### src/rtl/uar_axi_tx_feeder_if.sv
// -----------------------------------------------------------------------------
// uar_axi_tx_feeder_if
// AXI4 bus bundle between the TX feeder (master) and the UART's AXI slave port.
//   AW : AW_add, AW_valid, AW_ready, AW_len, AW_burst, AW_size
//   W  : W_data, W_strb, W_last, W_valid, W_ready
//   B  : B_response, B_valid, B_ready
//   AR : AR_add, AR_len, AR_burst, AR_size, AR_valid, AR_ready
//   R  : R_data, R_resp, R_last, R_valid, R_ready
// Modports: master (feeder side), slave (UART side).
// -----------------------------------------------------------------------------
interface uar_axi_tx_feeder_if;
    logic [5:0]  AW_add;
    logic        AW_valid;
    logic        AW_ready;
    logic [7:0]  AW_len;
    logic [1:0]  AW_burst;
    logic [2:0]  AW_size;
    logic [31:0] W_data;
    logic [3:0]  W_strb;
    logic        W_last;
    logic        W_valid;
    logic        W_ready;
    logic [1:0]  B_response;
    logic        B_valid;
    logic        B_ready;
    logic [5:0]  AR_add;
    logic [7:0]  AR_len;
    logic [1:0]  AR_burst;
    logic [2:0]  AR_size;
    logic        AR_valid;
    logic        AR_ready;
    logic [31:0] R_data;
    logic [1:0]  R_resp;
    logic        R_last;
    logic        R_valid;
    logic        R_ready;

    modport master (
        output AW_add, AW_valid, AW_len, AW_burst, AW_size,
        output W_data, W_strb, W_last, W_valid,
        output B_ready,
        output AR_add, AR_len, AR_burst, AR_size, AR_valid,
        output R_ready,
        input  AW_ready, W_ready, B_response, B_valid,
        input  AR_ready, R_data, R_resp, R_last, R_valid
    );

    modport slave (
        input  AW_add, AW_valid, AW_len, AW_burst, AW_size,
        input  W_data, W_strb, W_last, W_valid,
        input  B_ready,
        input  AR_add, AR_len, AR_burst, AR_size, AR_valid,
        input  R_ready,
        output AW_ready, W_ready, B_response, B_valid,
        output AR_ready, R_data, R_resp, R_last, R_valid
    );
endinterface

### src/rtl/uar_axi_tx_feeder.sv
// -----------------------------------------------------------------------------
// uar_axi_tx_feeder
// AXI4 master feeding bytes into a UART TX FIFO. Each accepted byte is held
// while the UART status register is polled (AR/R) until TxFull is clear, then
// written to the TX data register (AW/W/B). Bytes are dropped on an error
// response or after MAX_POLLS full readings; drop_flag records this stickily.
//
// Ports:
//   Clk, Rst_n        clock, asynchronous active-low reset
//   s_data/s_valid/s_ready   local byte stream (valid/ready)
//   axi               AXI4 master modport (uar_axi_tx_feeder_if.master)
//   drop_clr          synchronous clear of drop_flag (set wins)
//   busy              FSM not in IDLE
//   drop_flag         sticky byte-dropped indicator
//   tx_count, drop_count   (only with UAR_FEEDER_STATS_EN) 16-bit wrapping
//                     counts of successful writes and drop events
//
// Build option: define UAR_FEEDER_STATS_EN to add the statistics counters.
// -----------------------------------------------------------------------------
module uar_axi_tx_feeder #(
    parameter logic [5:0]  TX_DATA_ADDR = 6'h04,
    parameter logic [5:0]  STATUS_ADDR  = 6'h08,
    parameter int unsigned TXFULL_BIT   = 5,
    parameter int unsigned POLL_GAP     = 4,
    parameter int unsigned MAX_POLLS    = 255
) (
    input  logic                Clk,
    input  logic                Rst_n,
    input  logic [7:0]          s_data,
    input  logic                s_valid,
    output logic                s_ready,
    uar_axi_tx_feeder_if.master axi,
    input  logic                drop_clr,
`ifdef UAR_FEEDER_STATS_EN
    output logic [15:0]         tx_count,
    output logic [15:0]         drop_count,
`endif
    output logic                busy,
    output logic                drop_flag
);

    typedef enum logic [2:0] {
        ST_IDLE,
        ST_AR,
        ST_R,
        ST_GAP,
        ST_WR,
        ST_B
    } state_e;

    localparam logic [7:0]  MAX_POLLS_C = 8'(MAX_POLLS);
    localparam logic [15:0] GAP_LAST    = 16'(POLL_GAP - 1);

    state_e      state_q;
    logic [7:0]  data_q;
    logic [7:0]  poll_cnt_q;
    logic [7:0]  poll_cnt_d;
    logic [15:0] gap_cnt_q;
    logic        s_ready_q;
    logic        ar_valid_q;
    logic        r_ready_q;
    logic        aw_valid_q;
    logic        w_valid_q;
    logic        b_ready_q;
    logic        busy_q;
    logic        drop_flag_q;
    logic        aw_done_d;
    logic        w_done_d;
    logic        r_hs;
    logic        b_hs;
    logic        drop_set_d;

    // Status data bits other than TxFull and R_last carry no information here.
    logic        unused_rd;
    assign unused_rd = ^{axi.R_last, axi.R_data};

    always_comb begin
        poll_cnt_d = poll_cnt_q + 8'd1;
        // A channel counts as done if it already handshook or does so now.
        aw_done_d  = !aw_valid_q || axi.AW_ready;
        w_done_d   = !w_valid_q  || axi.W_ready;
        r_hs       = (state_q == ST_R) && r_ready_q && axi.R_valid;
        b_hs       = (state_q == ST_B) && b_ready_q && axi.B_valid;
        drop_set_d = 1'b0;
        if (r_hs && (axi.R_resp != 2'b00)) begin
            drop_set_d = 1'b1;
        end else if (r_hs && axi.R_data[TXFULL_BIT] && (poll_cnt_d == MAX_POLLS_C)) begin
            drop_set_d = 1'b1;
        end else if (b_hs && (axi.B_response != 2'b00)) begin
            drop_set_d = 1'b1;
        end
    end

    always_ff @(posedge Clk or negedge Rst_n) begin
        if (!Rst_n) begin
            state_q     <= ST_IDLE;
            data_q      <= '0;
            poll_cnt_q  <= '0;
            gap_cnt_q   <= '0;
            s_ready_q   <= 1'b0;
            ar_valid_q  <= 1'b0;
            r_ready_q   <= 1'b0;
            aw_valid_q  <= 1'b0;
            w_valid_q   <= 1'b0;
            b_ready_q   <= 1'b0;
            busy_q      <= 1'b0;
            drop_flag_q <= 1'b0;
        end else begin
            if (drop_set_d) begin
                drop_flag_q <= 1'b1;
            end else if (drop_clr) begin
                drop_flag_q <= 1'b0;
            end

            case (state_q)
                ST_IDLE: begin
                    if (s_ready_q && s_valid) begin
                        data_q     <= s_data;
                        poll_cnt_q <= '0;
                        s_ready_q  <= 1'b0;
                        ar_valid_q <= 1'b1;
                        busy_q     <= 1'b1;
                        state_q    <= ST_AR;
                    end else begin
                        s_ready_q  <= 1'b1;
                    end
                end

                ST_AR: begin
                    if (axi.AR_ready) begin
                        ar_valid_q <= 1'b0;
                        r_ready_q  <= 1'b1;
                        state_q    <= ST_R;
                    end
                end

                ST_R: begin
                    if (r_hs) begin
                        r_ready_q <= 1'b0;
                        if (axi.R_resp != 2'b00) begin
                            s_ready_q <= 1'b1;
                            busy_q    <= 1'b0;
                            state_q   <= ST_IDLE;
                        end else if (axi.R_data[TXFULL_BIT]) begin
                            poll_cnt_q <= poll_cnt_d;
                            if (poll_cnt_d == MAX_POLLS_C) begin
                                s_ready_q <= 1'b1;
                                busy_q    <= 1'b0;
                                state_q   <= ST_IDLE;
                            end else if (POLL_GAP == 0) begin
                                ar_valid_q <= 1'b1;
                                state_q    <= ST_AR;
                            end else begin
                                gap_cnt_q <= '0;
                                state_q   <= ST_GAP;
                            end
                        end else begin
                            aw_valid_q <= 1'b1;
                            w_valid_q  <= 1'b1;
                            state_q    <= ST_WR;
                        end
                    end
                end

                ST_GAP: begin
                    if (gap_cnt_q == GAP_LAST) begin
                        ar_valid_q <= 1'b1;
                        state_q    <= ST_AR;
                    end else begin
                        gap_cnt_q <= gap_cnt_q + 16'd1;
                    end
                end

                ST_WR: begin
                    if (axi.AW_ready) begin
                        aw_valid_q <= 1'b0;
                    end
                    if (axi.W_ready) begin
                        w_valid_q <= 1'b0;
                    end
                    if (aw_done_d && w_done_d) begin
                        b_ready_q <= 1'b1;
                        state_q   <= ST_B;
                    end
                end

                ST_B: begin
                    if (b_hs) begin
                        b_ready_q <= 1'b0;
                        s_ready_q <= 1'b1;
                        busy_q    <= 1'b0;
                        state_q   <= ST_IDLE;
                    end
                end

                default: begin
                    ar_valid_q <= 1'b0;
                    r_ready_q  <= 1'b0;
                    aw_valid_q <= 1'b0;
                    w_valid_q  <= 1'b0;
                    b_ready_q  <= 1'b0;
                    s_ready_q  <= 1'b1;
                    busy_q     <= 1'b0;
                    state_q    <= ST_IDLE;
                end
            endcase
        end
    end

`ifdef UAR_FEEDER_STATS_EN
    logic [15:0] tx_cnt_q;
    logic [15:0] drop_cnt_q;

    always_ff @(posedge Clk or negedge Rst_n) begin
        if (!Rst_n) begin
            tx_cnt_q   <= '0;
            drop_cnt_q <= '0;
        end else begin
            if (b_hs && (axi.B_response == 2'b00)) begin
                tx_cnt_q <= tx_cnt_q + 16'd1;
            end
            if (drop_set_d) begin
                drop_cnt_q <= drop_cnt_q + 16'd1;
            end
        end
    end

    assign tx_count   = tx_cnt_q;
    assign drop_count = drop_cnt_q;
`endif

    assign s_ready      = s_ready_q;
    assign busy         = busy_q;
    assign drop_flag    = drop_flag_q;

    assign axi.AW_add   = TX_DATA_ADDR;
    assign axi.AW_valid = aw_valid_q;
    assign axi.AW_len   = 8'h00;
    assign axi.AW_burst = 2'b01;
    assign axi.AW_size  = 3'b010;
    assign axi.W_data   = {24'h000000, data_q};
    assign axi.W_strb   = 4'b0001;
    assign axi.W_last   = w_valid_q;
    assign axi.W_valid  = w_valid_q;
    assign axi.B_ready  = b_ready_q;
    assign axi.AR_add   = STATUS_ADDR;
    assign axi.AR_len   = 8'h00;
    assign axi.AR_burst = 2'b01;
    assign axi.AR_size  = 3'b010;
    assign axi.AR_valid = ar_valid_q;
    assign axi.R_ready  = r_ready_q;

endmodule

### src/flat_wrapper.sv
// flat-port wrapper written by rule: the top's interface ports become plain ports
module uar_axi_tx_feeder_flat 
#(
    parameter logic [5:0]  TX_DATA_ADDR = 6'h04,
    parameter logic [5:0]  STATUS_ADDR  = 6'h08,
    parameter int unsigned TXFULL_BIT   = 5,
    parameter int unsigned POLL_GAP     = 4,
    parameter int unsigned MAX_POLLS    = 255
)
  (Clk, Rst_n, s_data, s_valid, s_ready, drop_clr, busy, drop_flag, axi_AW_add, axi_AW_valid, axi_AW_len, axi_AW_burst, axi_AW_size, axi_W_data, axi_W_strb, axi_W_last, axi_W_valid, axi_B_ready, axi_AR_add, axi_AR_len, axi_AR_burst, axi_AR_size, axi_AR_valid, axi_R_ready, axi_AW_ready, axi_W_ready, axi_B_response, axi_B_valid, axi_AR_ready, axi_R_data, axi_R_resp, axi_R_last, axi_R_valid);
  uar_axi_tx_feeder_if axi_i ();
  input  logic Clk;
  input  logic Rst_n;
  input  logic [7:0] s_data;
  input  logic s_valid;
  output logic s_ready;
  input  logic drop_clr;
  output logic busy;
  output logic drop_flag;
  output wire logic [$bits(axi_i.AW_add)-1:0] axi_AW_add;
  output wire logic [$bits(axi_i.AW_valid)-1:0] axi_AW_valid;
  output wire logic [$bits(axi_i.AW_len)-1:0] axi_AW_len;
  output wire logic [$bits(axi_i.AW_burst)-1:0] axi_AW_burst;
  output wire logic [$bits(axi_i.AW_size)-1:0] axi_AW_size;
  output wire logic [$bits(axi_i.W_data)-1:0] axi_W_data;
  output wire logic [$bits(axi_i.W_strb)-1:0] axi_W_strb;
  output wire logic [$bits(axi_i.W_last)-1:0] axi_W_last;
  output wire logic [$bits(axi_i.W_valid)-1:0] axi_W_valid;
  output wire logic [$bits(axi_i.B_ready)-1:0] axi_B_ready;
  output wire logic [$bits(axi_i.AR_add)-1:0] axi_AR_add;
  output wire logic [$bits(axi_i.AR_len)-1:0] axi_AR_len;
  output wire logic [$bits(axi_i.AR_burst)-1:0] axi_AR_burst;
  output wire logic [$bits(axi_i.AR_size)-1:0] axi_AR_size;
  output wire logic [$bits(axi_i.AR_valid)-1:0] axi_AR_valid;
  output wire logic [$bits(axi_i.R_ready)-1:0] axi_R_ready;
  input wire logic [$bits(axi_i.AW_ready)-1:0] axi_AW_ready;
  input wire logic [$bits(axi_i.W_ready)-1:0] axi_W_ready;
  input wire logic [$bits(axi_i.B_response)-1:0] axi_B_response;
  input wire logic [$bits(axi_i.B_valid)-1:0] axi_B_valid;
  input wire logic [$bits(axi_i.AR_ready)-1:0] axi_AR_ready;
  input wire logic [$bits(axi_i.R_data)-1:0] axi_R_data;
  input wire logic [$bits(axi_i.R_resp)-1:0] axi_R_resp;
  input wire logic [$bits(axi_i.R_last)-1:0] axi_R_last;
  input wire logic [$bits(axi_i.R_valid)-1:0] axi_R_valid;
  assign axi_AW_add = axi_i.AW_add;
  assign axi_AW_valid = axi_i.AW_valid;
  assign axi_AW_len = axi_i.AW_len;
  assign axi_AW_burst = axi_i.AW_burst;
  assign axi_AW_size = axi_i.AW_size;
  assign axi_W_data = axi_i.W_data;
  assign axi_W_strb = axi_i.W_strb;
  assign axi_W_last = axi_i.W_last;
  assign axi_W_valid = axi_i.W_valid;
  assign axi_B_ready = axi_i.B_ready;
  assign axi_AR_add = axi_i.AR_add;
  assign axi_AR_len = axi_i.AR_len;
  assign axi_AR_burst = axi_i.AR_burst;
  assign axi_AR_size = axi_i.AR_size;
  assign axi_AR_valid = axi_i.AR_valid;
  assign axi_R_ready = axi_i.R_ready;
  assign axi_i.AW_ready = axi_AW_ready;
  assign axi_i.W_ready = axi_W_ready;
  assign axi_i.B_response = axi_B_response;
  assign axi_i.B_valid = axi_B_valid;
  assign axi_i.AR_ready = axi_AR_ready;
  assign axi_i.R_data = axi_R_data;
  assign axi_i.R_resp = axi_R_resp;
  assign axi_i.R_last = axi_R_last;
  assign axi_i.R_valid = axi_R_valid;
  uar_axi_tx_feeder #(.TX_DATA_ADDR(TX_DATA_ADDR), .STATUS_ADDR(STATUS_ADDR), .TXFULL_BIT(TXFULL_BIT), .POLL_GAP(POLL_GAP), .MAX_POLLS(MAX_POLLS)) u_core (.Clk(Clk), .Rst_n(Rst_n), .s_data(s_data), .s_valid(s_valid), .s_ready(s_ready), .axi(axi_i), .drop_clr(drop_clr), .busy(busy), .drop_flag(drop_flag));
endmodule
### config.mk
export PLATFORM = sky130hd
export DESIGN_NAME = uar_axi_tx_feeder_flat
export DESIGN_NICKNAME = d
export VERILOG_FILES = /design/src/rtl/uar_axi_tx_feeder_if.sv /design/src/rtl/uar_axi_tx_feeder.sv /design/src/flat_wrapper.sv
export SDC_FILE = /design/constraint.sdc
export NUM_CORES = 1
export LEC_CHECK = 0
export ABC_CLOCK_PERIOD_IN_PS = 3400
export CAP_MARGIN = 20
export CORE_ASPECT_RATIO = 0.5
export CORE_MARGIN = 4
export CORE_UTILIZATION = 46
export CTS_BUF_LIST = sky130_fd_sc_hd__clkbuf_8
export CTS_CLUSTER_DIAMETER = 50
export DETAILED_ROUTE_END_ITERATION = 8
export PLACE_DENSITY = 0.95
export SKIP_CTS_REPAIR_TIMING = 1
export SLEW_MARGIN = 20
export SYNTH_ARGS = -nofsm -noshare
export SYNTH_HDL_FRONTEND = slang
export SYNTH_SLANG_ARGS = --single-unit
### constraint.sdc
create_clock -name Clk -period 3.4 [get_ports Clk]
set_clock_uncertainty 0.2 [all_clocks]
set_input_delay 0.51 -clock Clk [delete_from_list [all_inputs] [get_ports Clk]]
set_output_delay 0.51 -clock Clk [all_outputs]
set_load 0.1 [all_outputs]
---- Yosys cells after proc, flatten, opt, wreduce, memory -nomap -nowiden ----
Cells that the tools add are included.
storage, ports and cells
  flip-flop bits (word level) ............. 43
  latch bits .............................. 0
  memory bits (writable) .................. 0
  ROM bits ................................ 0
  output and inout bits ................... 83
  word-level logic and storage cells ...... 132
  memories ................................ 0
operators by class
  $add $sub $neg .......................... 2
  $mul .................................... 0
  divide/modulo/power cells ............... 0
  order comparisons ....................... 0
  eq/ne operators ......................... 22
  shift operators ......................... 0
  multiplexer cells ....................... 55
  bitwise logic cells ..................... 5
  reduce and logical (&&, ||, !) cells .... 36
operators by type and width
  operator                                                                number
  16-bit 2-to-1 mux                                                       5
  8-bit 2-to-1 mux                                                        4
  16-bit one-hot mux with 2 select lines                                  1
  1-bit 2-to-1 mux                                                        27
  3-bit 2-to-1 mux                                                        8
  5-bit AND reduction                                                     4
  3-bit one-hot mux with 6 select lines                                   1
  6-bit AND reduction                                                     3
  16-bit by 1-bit adder with 16-bit output, second input constant         1
  16-bit by 2-bit equality test with 1-bit output, second input constant  1
  2-bit != test, second input constant                                    8
  8-bit one-hot mux with 2 select lines                                   1
  1-bit one-hot mux with 3 select lines                                   4
  1-bit one-hot mux with 4 select lines                                   3
  4-bit OR reduction                                                      3
  1-bit logical AND                                                       10
  2-bit by 1-bit != test with 1-bit output, second input constant         5
  2-bit nonzero test                                                      5
  8-bit by 1-bit adder with 8-bit output, second input constant           1
  8-bit equality test, second input constant                              1
  3-bit by 2-bit equality test with 1-bit output, second input constant   2
  3-bit equality test, second input constant                              2
  3-bit != test, second input constant                                    2
  3-bit AND reduction                                                     2
  9 further kinds                                                         16

---- Longest topological paths before layout ----
  depth after elaboration ................. 8
  mapped depth ............................ 8
  mapped depth without buffers ............ 7

---- Worst setup path after synthesis ----
Ideal clock, no wire load.
  path kind ............................... reg2reg
  from .................................... register u_core.s_ready_q (netlist: u_core.s_ready)
  to ...................................... register u_core.poll_cnt_q[7]
  setup time .............................. 0.083 ns
  arrival ................................. 2.147 ns
  required time ........................... 3.117 ns
  setup slack ............................. 0.971 ns
  stages on the path, launching flop included .. 6
  cells stage by stage .................... dfrtp_1 -> nand4_1 -> clkbuf_1 -> o2bb2ai_1 -> or4_1 -> o21ai_0
on the way
  word-level cells in the longest chain between the ends .. 3
ends and longest elaborated chain
  item                                                RTL line                  source
  start, declared                                     uar_axi_tx_feeder.sv:59   logic s_ready_q;
  start signal, assigned                              uar_axi_tx_feeder.sv:100  s_ready_q <= 1'b0;
  start signal, assigned                              uar_axi_tx_feeder.sv:120  s_ready_q <= 1'b0;
  start signal, assigned                              uar_axi_tx_feeder.sv:125  s_ready_q <= 1'b1;
  1-bit logical AND                                   uar_axi_tx_feeder.sv:117  if (s_ready_q && s_valid) begin
  2-bit by 1-bit != test with 1-bit output (no line)  --
  5-bit AND reduction (no line)                       --
  end signal, assigned                                uar_axi_tx_feeder.sv:145  poll_cnt_q <= poll_cnt_d;
  end, declared                                       uar_axi_tx_feeder.sv:56   logic [7:0] poll_cnt_q;
Every way passes these cells.
A chain may end at the register's enable or synchronous reset.

---- Final worst setup path ----
  from .................................... register u_core.state_q[1]
  to ...................................... register u_core.gap_cnt_q[9]
on the way
  word-level cells in the longest chain between the ends .. 5
  elaborated cells on any way between the ends .. 12
ends and longest elaborated chain
  item                                                RTL line                                           source
  start, declared                                     uar_axi_tx_feeder.sv:54                            state_e state_q;
  start signal, assigned                              uar_axi_tx_feeder.sv:96                            state_q <= ST_IDLE;
  start signal, assigned                              uar_axi_tx_feeder.sv:123                           state_q <= ST_AR;
  start signal, assigned                              uar_axi_tx_feeder.sv:133                           state_q <= ST_R;
  3-bit by 2-bit equality test with 1-bit output      uar_axi_tx_feeder.sv:82, uar_axi_tx_feeder.sv:115
  1-bit logical AND (2 in a row)                      uar_axi_tx_feeder.sv:82                            r_hs = (state_q == ST_R) && r_ready_q && axi.R_valid;
  2-bit by 1-bit != test with 1-bit output (no line)  --
  6-bit AND reduction (no line)                       --
  end signal, assigned                                uar_axi_tx_feeder.sv:170                           gap_cnt_q <= gap_cnt_q + 16'd1;
  end, declared                                       uar_axi_tx_feeder.sv:58                            logic [15:0] gap_cnt_q;
Several ways; a longest one is shown, not always the timed one.

==> summary.md <==
| Metric | Value |
|---|---|
| Status | `finished clean` |
| FF-to-FF setup slack | `830 ps` |
| Die width | `120 um` |
| Synthesized area per cell | `8.47 sq um` |
| Clock Latency Late Sink | `290 ps` |
| Synth Area in XOR/XNOR | `0.612%` |
| FFs w/ async S/R, synth | `100%` |
| First-pass GRT wire length | `10.1 mm` |
| Worst Setup End Kind | `register` |
| H-tree depth | `2` |
| RSZ-0062 raised after global routing | `no` |
| IO Pins | `137` |
| CTS sink count | `43` |
| Worst-margin pin slew | `664 ps` |
| Adder-Cell Fraction of Synth Area | `1.31%` |
| Die Area | `7630 sq um` |
| Post-Route Utilization | `54.9%` |
| Fmax | `390 MHz` |
| Setup violators final | `0` |
| Vias per cell | `5.21` |
| Final Cycle Share | `75.5%` |
| Post-Synth Simple-Gate Area | `20.1%` |
| Core ar. | `5750 sq um` |
| Multiplexer share of the synthesized area | `1.05%` |
| Most area-consuming cells after synthesis | `dfrtp_1 38%, buf_4 18%, nand2_1 6.4%` |
| Max FO, Critical Path | `16` |
| Antenna Nets Post-Route | `0` |
| Dpl cells | `455` |
| Final setup TNS | `0 ps` |
| Via count | `2424` |
| Global route total overflow | `0` |
| DRC violations left | `0` |
| Largest family of logic cells by synthesized area | `buffers and inverters` |
| Num CTS Buffers | `5` |
| Site Rows | `19` |
| Required time of the critical path | `3380 ps` |
| Slowest cell on crit path | `dfrtp_1` |
| Routed length per instance | `13.4 um` |
| Fill cell count | `478` |
| Drt first pass iters | `5` |
| Relative slew margins | `55.2%` |
| Post-route cell area | `3160 sq um` |
| Crit path largest cell delay | `670 ps` |
| Largest net degree at the start of global routing | `44` |
| PD cells | `946 nW/um^2` |
| GPL Wtd Cong | `0.866` |
| Die Span Y | `63.8 um` |
| Final max-slew violation count | `0` |
| CP Launch Type | `register` |
| Yosys reg bits | `43` |
| GRT Resource Usage Total | `16.0%` |
| Data arrival, critical path | `2550 ps` |
| Worst path cell trace | `nor3b_4 -> buf_4 -> nand2_2 -> a211o_1 -> a22o_1 -> a211o_1` |
| Clock root cell | `clkbuf_8` |
| Critical path launch point | `u_core.state_q[1]` |
| Min-delay worst type | `reg2reg` |
| Crit path max-delay family | `compound AO/OA/AOI/OAI gates` |
| Worst R2R Start | `u_core.state_q[1]` |
| Area of placed instances | `3050 sq um` |
| Number of synthesized flops with an enable pin | `0` |
| Syn. warnings | `0` |
| Total Power | `2.99 mW` |
| Initial antenna violation count | `0` |
| Peak VDD IR | `0.705 mV` |
| Dominant cell by count in the synthesized netlist | `buf_4` |
| Min-delay src | `u_core.data_q[2]` |
| # diodes | `0` |
| Top_reg_cell synth | `dfrtp_1` |
| Tmin final | `2570 ps` |
| Compound-gate portion of the synthesized area | `18.6%` |
| Vias in the first global route | `2114` |
| Port bufs | `38` |
| Post-synthesis sequential area ratio | `37.6%` |
| Worst path buffer plus inverter count | `1` |
| Pleak | `1.52 nW` |
| Hpwl dp | `4.63 mm` |
| Initial Util | `49.8%` |
| First DRT Iteration DRCs | `197` |
| Yosys top cell area share | `37.6%` |
| Layout cells sized above 1 | `9.19%` |
| Final non-filler cell total | `465` |
| Final net count | `437` |
| Max cap viols | `0` |
| Worst-path clk slew | `80 ps` |
| CTS tree | `done` |
| Synth-to-layout area growth | `10.4%` |
| Distinct cells, synth | `53` |
| Hold Fails Final Rpt | `0` |
| Post-Syn Instances | `338` |
| CP Class | `reg2reg` |
| Most used cell, CP | `a211o_1` |
| Area leader, netlist | `dfrtp_1` |
| Clock buffer depth | `2` |
| Post-Route WL | `6.25 mm` |
| Commonest cells post-synth | `67 x buf_4, 49 x nand2_1, 43 x dfrtp_1, 20 x o21ai_0, 16 x nor2_1` |
| Netlist area before placement | `2860 sq um` |
layer usage:
layer	vias up	track usage (%)	wire, um
li1	1146	-	-
met1	1123	21.8	2600
met2	148	25.5	2910
met3	7	3.17	671
met4	0	5.85	75
met5	-	0	0
stage by stage:
stage / setup WS (ps) / hold slack [ps]
floorplan: 971 / 14.4
global placement: 772 / 260
detailed placement: 687 / 264
CTS: 858 / 193
global route: 726 / 309
finish: 834 / 282
sequential cells by signal, summed over array words and instances (netlist names), 3 cells and up:
signal,flops
u_core.gap_cnt_q,16
u_core.poll_cnt_q,8
u_core.data_q,8
u_core.state_q,3
kinds of logic after synthesis:
group / count (synthesis)
AND/OR/NAND/NOR: 117
buffers and inverters: 88
AO/OA/AOI/OAI: 80
flip-flops: 43
adder cells (fa/ha/maj): 3
multiplexers: 3
other: 2
XOR/XNOR: 2
worst reg2reg max path: stages (launching register included):
cell and delay [ps]:
dfrtp_1 670, nor3b_4 260, buf_4 200, nand2_2 80, a211o_1 390, a22o_1 340, a211o_1 320
placed cells by master (no fill, tap or decap), drive strengths merged, types with 5 or more instances in the layout:
| cell | instances |
|---|---|
| conb | 66 |
| nand2 | 50 |
| dfrtp | 43 |
| buf | 25 |
| o21ai | 20 |
| clkdlybuf4s50 | 20 |
| nor2 | 16 |
| inv | 15 |
| a21oi | 14 |
| nand3 | 12 |
| a31oi | 8 |
| and3 | 6 |
| nor3 | 6 |
| o31ai | 6 |
| clkbuf | 5 |
report_power, final:
part | internal (mW) | leakage [nW] | switching, mW
combinational | 0.417 | 0.914 | 1.38
sequential | 0.672 | 0.555 | 0.214
clock | 0.138 | 0.0505 | 0.172
total | 1.23 | 1.52 | 1.76
final cells by class:
class,instances,area [sq um],share of cell area [%]
repair buffers,46,408,12.9
inverters,13,48.8,1.54
clock buffers,5,68.8,2.18
well taps,84,105,3.33
multi-input cells,271,1440,45.6
clock inverters,3,12.5,0.396
flip-flops and latches,43,1080,34.0
worst paths after layout:
kind	depth (start not counted)	to
min in group asynchronous	2	u_core.poll_cnt_q[7]
worst min-delay path	2	u_core.data_q[2]
worst max register to register	6	u_core.gap_cnt_q[9]
worst min register to register	2	u_core.data_q[2]
max in group asynchronous	3	u_core.data_q[2]
worst max-delay path	6	u_core.gap_cnt_q[9]
Power figures use the tool's default switching activity.
